File: config.mk
export PLATFORM = sky130hd
export DESIGN_NAME = dht11_sched
export DESIGN_NICKNAME = d
export VERILOG_FILES = /design/src/rtl/dht11_sched.sv
export SDC_FILE = /design/constraint.sdc
export NUM_CORES = 1
export LEC_CHECK = 0
export CAP_MARGIN = 20
export CORE_ASPECT_RATIO = 1.4
export CORE_MARGIN = 5
export CORE_UTILIZATION = 45
export DETAILED_ROUTE_END_ITERATION = 6
export DONT_BUFFER_PORTS = 1
export GPL_ROUTABILITY_DRIVEN = 0
export SLEW_MARGIN = 25
export SYNTH_ARGS = -nofsm -noshare
export SYNTH_HDL_FRONTEND = slang
export SYNTH_SLANG_ARGS = --single-unit
File: constraint.sdc
create_clock -name sys_clk -period 3.7 [get_ports sys_clk]
set_input_delay 0.37 -clock sys_clk [delete_from_list [all_inputs] [get_ports sys_clk]]
set_output_delay 0.37 -clock sys_clk [all_outputs]
set_load 0.05 [all_outputs]
File: src/rtl/dht11_sched.sv
// DHT11 read scheduler: power-up delay, periodic start pulses, checksum check, retry with backoff,
// display selection. Define DHT11_MANUAL_TRIG_EN to add the trig input (IDLE -> START on demand).
module dht11_sched #(
    parameter int unsigned CLK_FREQ   = 50_000_000,
    parameter int unsigned POWERUP_MS = 1000,
    parameter int unsigned PERIOD_MS  = 2000,
    parameter int unsigned TIMEOUT_MS = 10,
    parameter int unsigned RETRY_MS   = 1000,
    parameter int unsigned MAX_RETRY  = 2
) (
    input  logic        sys_clk,
    input  logic        sys_rst_n,
    input  logic        key,
`ifdef DHT11_MANUAL_TRIG_EN
    input  logic        trig,
`endif
    input  logic        rd_done,
    input  logic [39:0] rd_frame,
    output logic        start,
    output logic [15:0] disp_data,
    output logic        sign,
    output logic        disp_sel,
    output logic        valid,
    output logic        fail,
    output logic [7:0]  err_cnt
);

    // 64-bit math so large CLK_FREQ * ms products cannot overflow; zero-length waits become one cycle.
    function automatic longint unsigned ms_to_cycles(input longint unsigned ms);
        longint unsigned c;
        c = (ms * 64'(CLK_FREQ)) / 64'd1000;
        return (c == 64'd0) ? 64'd1 : c;
    endfunction

    localparam longint unsigned PWR_N  = ms_to_cycles(64'(POWERUP_MS));
    localparam longint unsigned IDLE_N = ms_to_cycles(64'(PERIOD_MS));
    localparam longint unsigned TMO_N  = ms_to_cycles(64'(TIMEOUT_MS));
    localparam longint unsigned RTY_N  = ms_to_cycles(64'(RETRY_MS));
    localparam longint unsigned MAX_A  = (PWR_N > IDLE_N) ? PWR_N : IDLE_N;
    localparam longint unsigned MAX_B  = (TMO_N > RTY_N) ? TMO_N : RTY_N;
    localparam longint unsigned MAX_N  = (MAX_A > MAX_B) ? MAX_A : MAX_B;
    localparam int CNT_W = (MAX_N < 2) ? 1 : $clog2(MAX_N);
    localparam int RTY_W = (MAX_RETRY < 1) ? 1 : $clog2(MAX_RETRY + 1);

    localparam logic [CNT_W-1:0] PWR_LAST  = CNT_W'(PWR_N - 1);
    localparam logic [CNT_W-1:0] IDLE_LAST = CNT_W'(IDLE_N - 1);
    localparam logic [CNT_W-1:0] TMO_LAST  = CNT_W'(TMO_N - 1);
    localparam logic [CNT_W-1:0] RTY_LAST  = CNT_W'(RTY_N - 1);
    localparam logic [RTY_W-1:0] MAX_R     = RTY_W'(MAX_RETRY);

    typedef enum logic [2:0] {PWRUP, IDLE, START, WAIT, CHECK, BACKOFF} state_t;

    state_t             state_reg;
    logic [CNT_W-1:0]   cnt_reg;
    logic [RTY_W-1:0]   retry_reg;
    logic [39:0]        frame_reg;
    logic [15:0]        hum_reg;
    logic [15:0]        tmp_reg;
    logic               start_reg;
    logic               valid_reg;
    logic               fail_reg;
    logic [7:0]         err_reg;
    logic               sel_reg;

    logic [7:0]         sum;
    logic               sum_ok;
    logic               tmo_hit;
    logic               bad_attempt;

    // A rd_done in the expiry cycle suppresses the timeout.
    always_comb begin
        sum         = frame_reg[39:32] + frame_reg[31:24] + frame_reg[23:16] + frame_reg[15:8];
        sum_ok      = (sum == frame_reg[7:0]);
        tmo_hit     = (state_reg == WAIT) && !rd_done && (cnt_reg == TMO_LAST);
        bad_attempt = tmo_hit || ((state_reg == CHECK) && !sum_ok);
    end

    always_ff @(posedge sys_clk) begin
        if (!sys_rst_n) begin
            state_reg <= PWRUP;
            cnt_reg   <= '0;
            retry_reg <= '0;
            frame_reg <= '0;
            hum_reg   <= '0;
            tmp_reg   <= '0;
            start_reg <= 1'b0;
            valid_reg <= 1'b0;
            fail_reg  <= 1'b0;
            err_reg   <= '0;
        end else begin
            start_reg <= 1'b0;
            case (state_reg)
                PWRUP: begin
                    if (cnt_reg == PWR_LAST) begin
                        cnt_reg   <= '0;
                        state_reg <= START;
                        start_reg <= 1'b1;
                    end else begin
                        cnt_reg <= cnt_reg + CNT_W'(1);
                    end
                end
                IDLE: begin
`ifdef DHT11_MANUAL_TRIG_EN
                    if (trig || (cnt_reg == IDLE_LAST)) begin
`else
                    if (cnt_reg == IDLE_LAST) begin
`endif
                        cnt_reg   <= '0;
                        state_reg <= START;
                        start_reg <= 1'b1;
                    end else begin
                        cnt_reg <= cnt_reg + CNT_W'(1);
                    end
                end
                START: begin
                    cnt_reg   <= '0;
                    state_reg <= WAIT;
                end
                WAIT: begin
                    if (rd_done) begin
                        frame_reg <= rd_frame;
                        state_reg <= CHECK;
                    end else if (!tmo_hit) begin
                        cnt_reg <= cnt_reg + CNT_W'(1);
                    end
                end
                CHECK: begin
                    if (sum_ok) begin
                        hum_reg   <= frame_reg[39:24];
                        tmp_reg   <= frame_reg[23:8];
                        valid_reg <= 1'b1;
                        fail_reg  <= 1'b0;
                        retry_reg <= '0;
                        cnt_reg   <= '0;
                        state_reg <= IDLE;
                    end
                end
                BACKOFF: begin
                    if (cnt_reg == RTY_LAST) begin
                        cnt_reg   <= '0;
                        state_reg <= START;
                        start_reg <= 1'b1;
                    end else begin
                        cnt_reg <= cnt_reg + CNT_W'(1);
                    end
                end
                default: begin
                    cnt_reg   <= '0;
                    state_reg <= PWRUP;
                end
            endcase

            // Timeouts and checksum errors share one retry/fail path.
            if (bad_attempt) begin
                if (err_reg != 8'hFF) begin
                    err_reg <= err_reg + 8'd1;
                end
                cnt_reg <= '0;
                if (retry_reg < MAX_R) begin
                    retry_reg <= retry_reg + RTY_W'(1);
                    state_reg <= BACKOFF;
                end else begin
                    fail_reg  <= 1'b1;
                    retry_reg <= '0;
                    state_reg <= IDLE;
                end
            end
        end
    end

    always_ff @(posedge sys_clk) begin
        if (!sys_rst_n) begin
            sel_reg <= 1'b0;
        end else if (key) begin
            sel_reg <= ~sel_reg;
        end
    end

    always_comb begin
        if (sel_reg) begin
            disp_data = {tmp_reg[15:8], 1'b0, tmp_reg[6:0]};
            sign      = tmp_reg[7];
        end else begin
            disp_data = hum_reg;
            sign      = 1'b0;
        end
    end

    assign start    = start_reg;
    assign disp_sel = sel_reg;
    assign valid    = valid_reg;
    assign fail     = fail_reg;
    assign err_cnt  = err_reg;

endmodule

-- After elaboration in Yosys (flattened, before gate mapping)
Cells that the tools add are included.
- divide/modulo/power cells: 0
- multipliers: 0
- shifts and indexed selects: 0
- equal/unequal tests: 17
- mux-type cells: 26
- reductions and logical operators: 17
- order comparisons: 1
- bitwise operators: 2
- add/sub/neg operators: 6
- operators by type and width (cell ; number):
    27-bit 2-to-1 mux ; 5
    27-bit one-hot mux with 4 select lines ; 1
    27-bit by 1-bit adder with 27-bit output, second input constant ; 1
    27-bit by 19-bit == test with 1-bit output, second input constant ; 1
    27-bit by 26-bit == test with 1-bit output, second input constant ; 1
    27-bit == test, second input constant ; 1
    8-bit adder ; 3
    3-bit 2-to-1 mux ; 6
    16-bit 2-to-1 mux ; 1
    3-bit one-hot mux with 5 select lines ; 1
    3-bit != test, second input constant ; 3
    8-bit by 1-bit adder with 8-bit output, second input constant ; 1
    8-bit == test ; 1
    2-bit 2-to-1 mux ; 4
    8-bit != test, second input constant ; 1
    2-bit AND reduction ; 4
    1-bit 2-to-1 mux ; 7
    3-bit by 2-bit == test with 1-bit output, second input constant ; 2
    3-bit == test, second input constant ; 2
    2-bit != test, second input constant ; 3
    4-bit AND reduction ; 1
    2-bit nonzero test ; 2
    2-bit OR reduction ; 2
    3-bit by 1-bit == test with 1-bit output, second input constant ; 1
    other kinds (10) ; 14
- bits in latches: 0
- register bits: 116
- bits of input ports: 44
- output and inout bits: 29
- memory bits (read-only): 0
- memories: 0
- bits in writable memories: 0

-- Logic depth before layout (Yosys ltp)
Gate-level depths: netlist (run 1).
- depth after elaboration: 9
- depth in mapped cells: 16
- depth with buffers taken out: 14

-- Worst setup path after synthesis (run 1)
No wires, ideal clock.
- path type: register to register
- from: register frame_reg[9]
- to: register err_reg[4] (netlist: err_cnt[4])
- path buffers: 1
- clock period less this slack: 4.064 ns
- path slack: -0.364 ns
- library setup time: 0.072 ns
- data arrival time: 3.992 ns
- stages on the path, launching flop included: 16
- cell sequence: dfxtp_1 > fa_1 > inv_1 > fa_1 > inv_1 > ha_1 > fa_1 > a21o_1 > a21oi_1 > o21ai_0 > xnor2_1 > o311ai_4 > and2_2 > buf_2 > nor4b_1 > mux2i_1
- longest elaborated chain between the ends: 6
- ends and longest elaborated chain (item ; RTL line ; RTL):
    from (decl) ; 56 ; logic [39:0] frame_reg;
    from (signal assigned) ; 121 ; frame_reg <= rd_frame;
    8-bit adder ; 72 ; sum = frame_reg[39:32] + frame_reg[31:24] + frame_reg[23:16] + frame_reg[15:8];
    8-bit == test ; 73 ; sum_ok = (sum == frame_reg[7:0]);
    1-bit zero test ; 75 ; bad_attempt = tmo_hit || ((state_reg == CHECK) && !sum_ok);
    1-bit logical AND ; 75 ;
    1-bit logical OR ; 75 ;
    2-bit AND reduction (no source line) ; n/a ;
    to (signal assigned) ; 156 ; err_reg <= err_reg + 8'd1;
    to (decl) ; 62 ; logic [7:0] err_reg;
Every way passes these cells.
A chain may end at the register's enable or synchronous reset.

-- Worst setup path in the final report (run 1)
- from: register frame_reg[9]
- to: register cnt_reg[16]
- longest elaborated chain between the ends: 6
- elaborated cells on any way between the ends: 8
- classes of those cells: add/sub: 1; eq/ne: 2; reduce/logical: 5
- ends and longest elaborated chain (item ; RTL line ; RTL):
    8-bit adder * ; 72 ;
    8-bit == test * ; 73 ;
    1-bit zero test ; 75 ;
    1-bit logical AND ; 75 ;
    1-bit logical OR ; 75 ;
    2-bit OR reduction (no source line) ; n/a ;
    to (signal assigned) ; 99 ; cnt_reg <= cnt_reg + CNT_W'(1);
    to (signal assigned) ; 112 ; cnt_reg <= cnt_reg + CNT_W'(1);
    to (signal assigned) ; 124 ; cnt_reg <= cnt_reg + CNT_W'(1);
    to (decl) ; 54 ; logic [CNT_W-1:0] cnt_reg;
Every way passes the cells marked *; elsewhere a longest branch is shown, timed or not.

==> impl_metrics.ini, run 1 <==
[final_layout]
layout_commonest_cell = dfxtp_1
insertedDiodeCount = 0
drive_gt1_share_pct = 20.7
final_cell_mix = dfxtp_1 (115), nand2_1 (110), a21boi_0 (42)
n_fill_cell = 1173
largest_reg_flops = 40
flow.area_growth_from_synthesis_pct = 21.6
final_util_pct = 55.8
fin_nets = 758

[sta]
grt_setup_unrepaired = true
final.min_clock_period_ns = 3.94
layout_worst_path_cycle_share_pct = 106
max-slew-margin-rel_pct = 37.3
setup_viol = 66
drv_slew = 0
whs_ns = 0.101
clock_skew_ns = 0.0106
maxClockFrequency_mhz = 254
max_slew.worst_pin.slew_ns = 0.939
setup_slack_ns = -0.238
timing.final.hold_violations = 0

[critical_path]
cp-end-kind = register
ff2ff_setup_slack_ns = -0.24
critical_path_class = register to register
worstSetupStartpointType = register
path_max_fanout = 7
worstPathArrival_ns = 4.26
cp.required_ns = 4.03

[drt]
via_per_inst = 5.54
drt-initial-drc-count = 187
wl_per_cell_um = 17.5
drt_drc_violations_left = 0
route.met2.wl_um = 7840
met3RoutedLength_um = 684
routed_vias = 4746
top_layer_used = met4
detailedRoute.firstPassIterationCount = 4
postRouteWirelength_um = 15000
drt.antenna.violating_nets = 0
m1WireLength_um = 6240

[yosys]
prevailing_post_synth_register_cell = dfxtp_1
ys_seq_elements = 116
synth_top_cell_area_share_pct = 39.3
synth_sequential_area_ratio_pct = 39.3
synth-warning-count = 0
post_synth_main_area_contributors = dfxtp_1 (39%), nand2_1 (7.1%), mux2i_1 (6.6%)
mappedNetlistArea_um2 = 5910
syn_nets = 724
synth.avg_cell_area_um2 = 9.00
post_synth_num_cell_types = 59
synth_largest_area_cell = dfxtp_1
synth_edf_count = 0
synth_async_reset_ratio_pct = 0
synth_cells = 657

[clock_tree]
clk_pin_slew_ns = 0.06
cts.root.buffer_cell = clkbuf_16
cts-buffers-inserted = 17
cts.sinks = 116
clock_tree_from_tritoncts = done
cts_buffer_depth = 2
cts.htree.levels = 4
clock_latency_ns = 0.41

[worst_hold_path]
hold_path_class = input port to register

[run_status]
outcome = finished, violations left
failing_checks = negative setup slack

[grt]
grt_overflow = 0
first_pass_grt_wire_length_um = 24600
grt_util_all_layers_pct = 19.4
grt_start_max_net_pins = 81
first_global_vias = 4905
antenna_violations_before_repair = 0

[power]
power_density_over_the_cells_nw_per_um2 = 402
fin_total_pwr_w = 0.00289
vdd_ir_drop_max_mv = 0.251
static-leakage-power_nw = 2.62

[floorplanning]
rows = 49
initial_core_util_pct = 45.9
floorplan.die_area_um2 = 15600
boundaryPins = 73
core_um2 = 12900
die_x_um = 107
die_height_um = 146

[flow_run]
drv_cap = 0

[place]
post-dp-hpwl_um = 9740
numPortBuffers = 0
[kinds of logic after synthesis]
kind of cell	synth area share [%]
AO/OA/AOI/OAI	12.0
XOR/XNOR	4.15
adder cells (fa/ha/maj)	6.65
buffers and inverters	4.49
flip-flops	39.3
multiplexers	9.46
AND/OR/NAND/NOR	23.9
[stage by stage]
step                TNS, ns  area (µm²)  instances  setup WS [ns]
CTS                   -6.02        7040        854         -0.188
global placement      -4.34        6230        806         -0.263
floorplan             -1.63        5960        657         -0.198
detailed placement    -8.64        6230        806         -0.353
finish                -7.99        7190        857         -0.238
global route         -21.10        7190        857         -0.414
[worst max-delay path, cell delays in order, from the launching register on]
cell and delay [ns]:
dfxtp_2 0.32, fa_1 0.54, inv_2 0.04, fa_1 0.49, inv_2 0.05, ha_4 0.15
fa_2 0.36, xnor2_2 0.15, xnor2_1 0.14, nor4_2 0.31, nand3_2 0.14, o311ai_4 0.23
buf_6 0.16, nand3_2 0.16, or4_1 0.46, a21oi_1 0.15
[synthesized netlist by cell type, drive strengths merged, types with 8 or more instances]
library cell / count
a21boi: 42
a21oi: 24
and3: 12
buf: 9
clkbuf: 27
dfxtp: 116
fa: 14
ha: 9
inv: 18
mux2: 15
mux2i: 39
nand2: 112
nand3: 21
nand4: 9
nor2: 42
nor2b: 25
nor3: 8
o21ai: 11
o31ai: 11
or4: 11
xnor2: 14
xor2: 14
[power breakdown]
group	total [W]	switching (W)	leakage (nW)	internal, W
clock network	0.00158	0.000597	0.269	0.000980
logic	0.0000507	0.0000250	1.42	0.0000257
registers	0.00126	0.00000832	0.935	0.00125
total	0.00289	0.000630	2.62	0.00226
[layer usage]
| layer | GRT usage, % | vias up |
|---|---|---|
| met4 | 6.21 | 0 |
| met2 | 33.7 | 90 |
| met5 | 0 | - |
| li1 | - | 2332 |
| met3 | 5.42 | 15 |
| met1 | 23.1 | 2309 |
[repair_timing]
item	4_1_cts	5_1_grt
pin swaps	12	13
hold buffers	0	0
resized for setup	18	23
buffers inserted	12	4
gates cloned	4	2
setup endpoints to repair	64	73
[area by class of cell]
class | count | area (µm²) | area share [%]
Timing Repair Buffer | 50 | 498 | 6.93
Sequential cell | 116 | 2320 | 32.3
Clock buffer | 22 | 474 | 6.60
Tap cell | 153 | 191 | 2.66
Multi-Input combinational cell | 487 | 3530 | 49.1
Clock inverter | 10 | 100 | 1.39
Inverter | 19 | 71.3 | 0.992
[final timing paths]
| path | startpoint | to | cells after the start |
|---|---|---|---|
| setup reg to reg | frame_reg[9] | cnt_reg[16] | 15 |
| setup / recovery | frame_reg[9] | cnt_reg[16] | 15 |
| hold / removal | rd_frame[19] | frame_reg[19] | 2 |
| hold reg to reg | frame_reg[14] | frame_reg[14] | 2 |
Power figures use the tool's default switching activity.
==> run 2, diff against run 1 <==
Clock period 3.7 ns to 3.6 ns, I/O delays scaled along.
==> run 2 against run 1 <==
Against the previous run:
- the run still ends with negative setup slack left
- worst setup slack worse by 0.12 ns
- combinational power is 2% lower
- count of clock-buffer cells in the layout up 2
- first-iteration DRC count shrank 13%
- sequential power is 3% higher
- highest routed layer unchanged
==> impl_metrics.ini, run 2 (same netlist as run 1, synthesis figures left out) <==
[drt]
detailedRoute.firstPassIterationCount = 4
postRouteWirelength_um = 14600
drt_drc_violations_left = 0
routed_vias = 4771
drt-initial-drc-count = 162
drt.antenna.violating_nets = 0
wl_per_cell_um = 17.1
via_per_inst = 5.58

[critical_path]
cp-end-kind = register
reg2regPathDepth = 14
endpoint = cnt_reg[26]
cp.required_ns = 3.94
ff2ff_setup_slack_ns = -0.36
timing.critical_path.cells = fa_1 -> inv_1 -> fa_1 -> inv_2 -> ha_4 -> fa_2 -> xor2_1 -> nor4_2 -> nand3_2 -> o311ai_4 -> buf_4 -> nand3_4 -> or4_1 -> a21oi_1
worstPathArrival_ns = 4.29
reg2reg_to = cnt_reg[26]
setup.worst_path.start = frame_reg[9]
critical_path_class = register to register
path_max_fanout = 6
crit_path_max_incr_delay_ns = 0.54
r2r-start = frame_reg[9]
critical_path.most_common_cell = fa_1
critical_path.slowest_cell = fa_1
worstSetupStartpointType = register

[sta]
maxClockFrequency_mhz = 253
max-slew-margin-rel_pct = 37.0
whs_ns = 0.0793
max_slew.worst_pin.slew_ns = 0.943
clock_skew_ns = 0.00991
layout_worst_path_cycle_share_pct = 110
timing.final.hold_violations = 0
grt_setup_unrepaired = true
final.min_clock_period_ns = 3.96
setup_slack_ns = -0.356
setup_viol = 71
drv_slew = 0

[clock_tree]
cts.root.buffer_cell = clkbuf_16
cts.htree.levels = 4
cts-buffers-inserted = 17
clock_tree_from_tritoncts = done
clock_latency_ns = 0.42
cts_buffer_depth = 2
cts.sinks = 116
clk_pin_slew_ns = 0.06
cts-hold-fix-buffers = 0

[grt]
first_global_vias = 4838
grt_overflow = 0
antenna_violations_before_repair = 0
first_pass_grt_wire_length_um = 24000
grt_start_max_net_pins = 81
grt_util_all_layers_pct = 19.2

[worst_hold_path]
hold_path_class = input port to register

[final_layout]
n_fill_cell = 1188
flow.area_growth_from_synthesis_pct = 20.8
layout_commonest_cell = dfxtp_1
finalNonFillerCells = 855
drive_gt1_share_pct = 19.2
final_util_pct = 55.4
layout.area.seq_um2 = 2320
final_cell_mix = dfxtp_1 (115), nand2_1 (110), a21boi_0 (42)
multi_input_comb_area_um2 = 3530
insertedDiodeCount = 0
largest_reg_flops = 40
fin_nets = 756

[floorplanning]
die_x_um = 107
boundaryPins = 73
core_um2 = 12900
floorplan.die_area_um2 = 15600
initial_core_util_pct = 45.9
die_height_um = 146
rows = 49

[power]
vdd_ir_drop_max_mv = 0.331
power_density_over_the_cells_nw_per_um2 = 421
static-leakage-power_nw = 2.61

[place]
dp_worst_setup_slack_ns = -0.421
number_of_cells_after_detailed_placement = 812
numPortBuffers = 0
post-dp-hpwl_um = 9920

[flow_run]
drv_cap = 0

[run_status]
outcome = finished, violations left
failing_checks = negative setup slack
==> run 2: changes by cell type in the layout (fill, tap and decap cells not counted), sizes merged <==
cell | previous run | this run
buf | 48 | 45
bufinv | 1 | 2
clkinv | 5 | 6
clkinvlp | 4 | 1
inv | 19 | 18
or2 | 3 | 6
==> run 2: final cells by class <==
cell class              instances  share of cell area [%]
multi-input cells             490                    49.5
flip-flops and latches        116                    32.6
clock buffers                  24                    6.75
repair buffers                 45                    6.12
well taps                     153                    2.68
clock inverters                 8                    1.40
inverters                      19                   0.999
==> run 2: worst min-delay path by stage <==
stage               slack [ns]            to  cells after the start          from
floorplan                 0.44  retry_reg[0]                      1  retry_reg[0]
global placement          0.46  retry_reg[0]                      1  retry_reg[0]
detailed placement        0.47  retry_reg[0]                      1  retry_reg[0]
CTS                       0.06         valid                      1     sys_rst_n
global route              0.06         valid                      1     sys_rst_n
finish                    0.08         valid                      1     sys_rst_n
==> run 2: where the power goes <==
part           total (W)  switching [W]  internal, W
combinational  0.0000495      0.0000252    0.0000243
sequential       0.00130     0.00000922      0.00129
clock            0.00166       0.000590      0.00107
==> run 2: metal layers <==
layer | up-vias | share of wire (%) | GRT usage, %
met1 | 2300 | 41 | 22.6
met4 | 0 | 2.1 | 7.61
li1 | 2335 | - | -
met2 | 110 | 52 | 32.9
met5 | - | 0 | 0
met3 | 26 | 4.4 | 5.28
==> run 2: per-stage QoR <==
stage | TNS (ns) | power, W | cell area [µm²]
3_5_place_dp | -12.88 | 0.00137 | 6280
4_1_cts | -14.01 | 0.00304 | 7090
5_1_grt | -25.13 | 0.00311 | 7140
3_3_place_gp | -10.74 | 0.00137 | 6280
6_report | -12.36 | 0.00301 | 7140
2_1_floorplan | -3.96 | 0.00137 | 5990
==> run 2: what timing repair did <==
item / CTS / global route
hold endpoints to repair: 0 / 0
resized for setup: 24 / 15
gates cloned: 3 / 3
pin swaps: 12 / 1
setup endpoints to repair: 72 / 73
buffers inserted: 7 / 1
==> run 2: critical path, delay by kind of cell (launching register included) <==
kind / cells / cell delay, ns
adders and majority gates: 4 / 1.71
and+or+nand+nor: 4 / 0.97
AOI/OAI and AO/OA: 2 / 0.50
DFF: 1 / 0.33
buffers and inverters: 3 / 0.30
xor gates and xnor gates: 1 / 0.07
==> run 3, diff against run 2 <==
Settings changed: SKIP_CTS_REPAIR_TIMING from default to 1.
==> run 3 against run 2 <==
Against the previous run:
- power up 0.35%
- count of clock-buffer cells in the layout is the same
- fmax is essentially flat
- highest routed layer unchanged
- design area up 1.6%
- critical path type unchanged
- register-to-register slack barely moved
- worst hold slack worse by 0.0051 ns
- the run still ends with negative setup slack left
- combinational power grew 36%
- critical path depth is 2 higher
==> impl_metrics.ini, run 3 (same netlist as run 1, synthesis figures left out) <==
[run_status]
outcome = finished, violations left
failing_checks = negative setup slack

[critical_path]
worstSetupStartpointType = register
cpLargestDelayFamily = adder cells
timing.critical_path.cells = fa_1 -> inv_2 -> fa_1 -> inv_2 -> ha_4 -> fa_2 -> a21o_1 -> a21oi_2 -> o21ai_2 -> xnor2_2 -> o311ai_4 -> buf_4 -> nand3_4 -> or2_4 -> clkbuf_16 -> a21oi_2
path_buf_inv = 4
cp-end-kind = register
cp.required_ns = 3.94
path_max_fanout = 5
critical_path.slowest_cell = fa_1
critical_path_class = register to register
worstPathArrival_ns = 4.30
crit_path_max_incr_delay_ns = 0.56

[clock_tree]
cts_buffer_depth = 2
cts.sinks = 116
cts.htree.levels = 4
clock_tree_from_tritoncts = done
clock_latency_ns = 0.41
clk_pin_slew_ns = 0.05
cts.root.buffer_cell = clkbuf_16
cts-buffers-inserted = 17

[sta]
drv_slew = 0
timing.final.hold_violations = 0
layout_worst_path_cycle_share_pct = 110
whs_ns = 0.0742
setup_viol = 71
final.min_clock_period_ns = 3.96
clock_skew_ns = 0.00978
max-slew-margin-rel_pct = 37.0
setup_slack_ns = -0.359
max_slew.worst_pin.slew_ns = 0.943
grt_setup_unrepaired = true
maxClockFrequency_mhz = 253

[grt]
grt_util_all_layers_pct = 18.8
grt_overflow = 0
first_pass_grt_wire_length_um = 23500
grt_start_max_net_pins = 81
antenna_violations_before_repair = 0
first_global_vias = 4753

[final_layout]
finalNonFillerCells = 859
n_fill_cell = 1184
flow.area_growth_from_synthesis_pct = 22.7
layout_commonest_cell = dfxtp_1
drive_gt1_share_pct = 21.2
insertedDiodeCount = 0
finish.instance_area_um2 = 7250
fin_nets = 760
final_cell_mix = dfxtp_1 (115), nand2_1 (111), a21boi_0 (42)
largest_reg_flops = 40
final_util_pct = 56.3

[floorplanning]
initial_core_util_pct = 45.9
die_height_um = 146
boundaryPins = 73
die_x_um = 107
floorplan.die_area_um2 = 15600
rows = 49
core_um2 = 12900

[drt]
postRouteWirelength_um = 14600
wl_per_cell_um = 17.1
routed_vias = 4742
drt.antenna.violating_nets = 0
detailedRoute.firstPassIterationCount = 4
via_per_inst = 5.52
drt_drc_violations_left = 0
drt-initial-drc-count = 144

[power]
power_density_over_the_cells_nw_per_um2 = 416
internal_power_w = 0.00240
static-leakage-power_nw = 2.66
switching_fraction_pct = 20.6
sequential_group_share_of_total_power_pct = 43.0
power.clock.fraction_pct = 54.8
vdd_ir_drop_max_mv = 0.329
power_frac_comb_pct = 2.2
total_switching_power_w = 0.000622

[place]
numPortBuffers = 0
post-dp-hpwl_um = 9920
number_of_cells_after_detailed_placement = 812
post_detailed_placement_cell_area_um2 = 6280

[worst_hold_path]
hold_path_class = input port to register

[flow_run]
drv_cap = 0
run 3: cell type report:
class                      count  area (µm²)  share of cell area [%]
multi-input combinational    487        3550                    48.9
sequential                   116        2320                    32.0
timing repair buffer          52         538                    7.42
clock buffer                  24         482                    6.64
tap                          153         191                    2.64
clock inverter                 8         100                    1.38
inverter                      19        71.3                   0.983
run 3: through the flow:
step,worst slack [ns],TNS [ns],total power [W]
3_3_place_gp,-0.363,-10.74,0.00137
2_1_floorplan,-0.298,-3.96,0.00137
5_1_grt,-0.486,-26.07,0.00313
4_1_cts,-0.447,-13.95,0.00303
3_5_place_dp,-0.421,-12.88,0.00137
6_report,-0.359,-14.40,0.00302
run 3: power groups by stage:
stage          clock network [W]   logic, W  registers, W
6_report                 0.00165  0.0000672       0.00130
3_3_place_gp                   0  0.0000471       0.00132
5_1_grt                  0.00176  0.0000716       0.00130
2_1_floorplan                  0  0.0000476       0.00132
4_1_cts                  0.00169  0.0000474       0.00130
3_5_place_dp                   0  0.0000473       0.00133
run 3: final timing paths:
check               start           end  slack, ns  cells past startpoint
max          frame_reg[9]   cnt_reg[22]      -0.36                     16
min             sys_rst_n         valid       0.07                      1
max reg2reg  frame_reg[9]   cnt_reg[22]      -0.36                     16
min reg2reg  frame_reg[5]  frame_reg[5]       0.47                      2
run 3: metal layers:
| layer | vias up | part of all wire, % | GRT usage [%] |
|---|---|---|---|
| met1 | 2302 | 42 | 22.3 |
| met5 | - | 0 | 0 |
| li1 | 2338 | - | - |
| met2 | 85 | 53 | 31.9 |
| met3 | 17 | 3.8 | 5.15 |
| met4 | 0 | 1.5 | 7.74 |
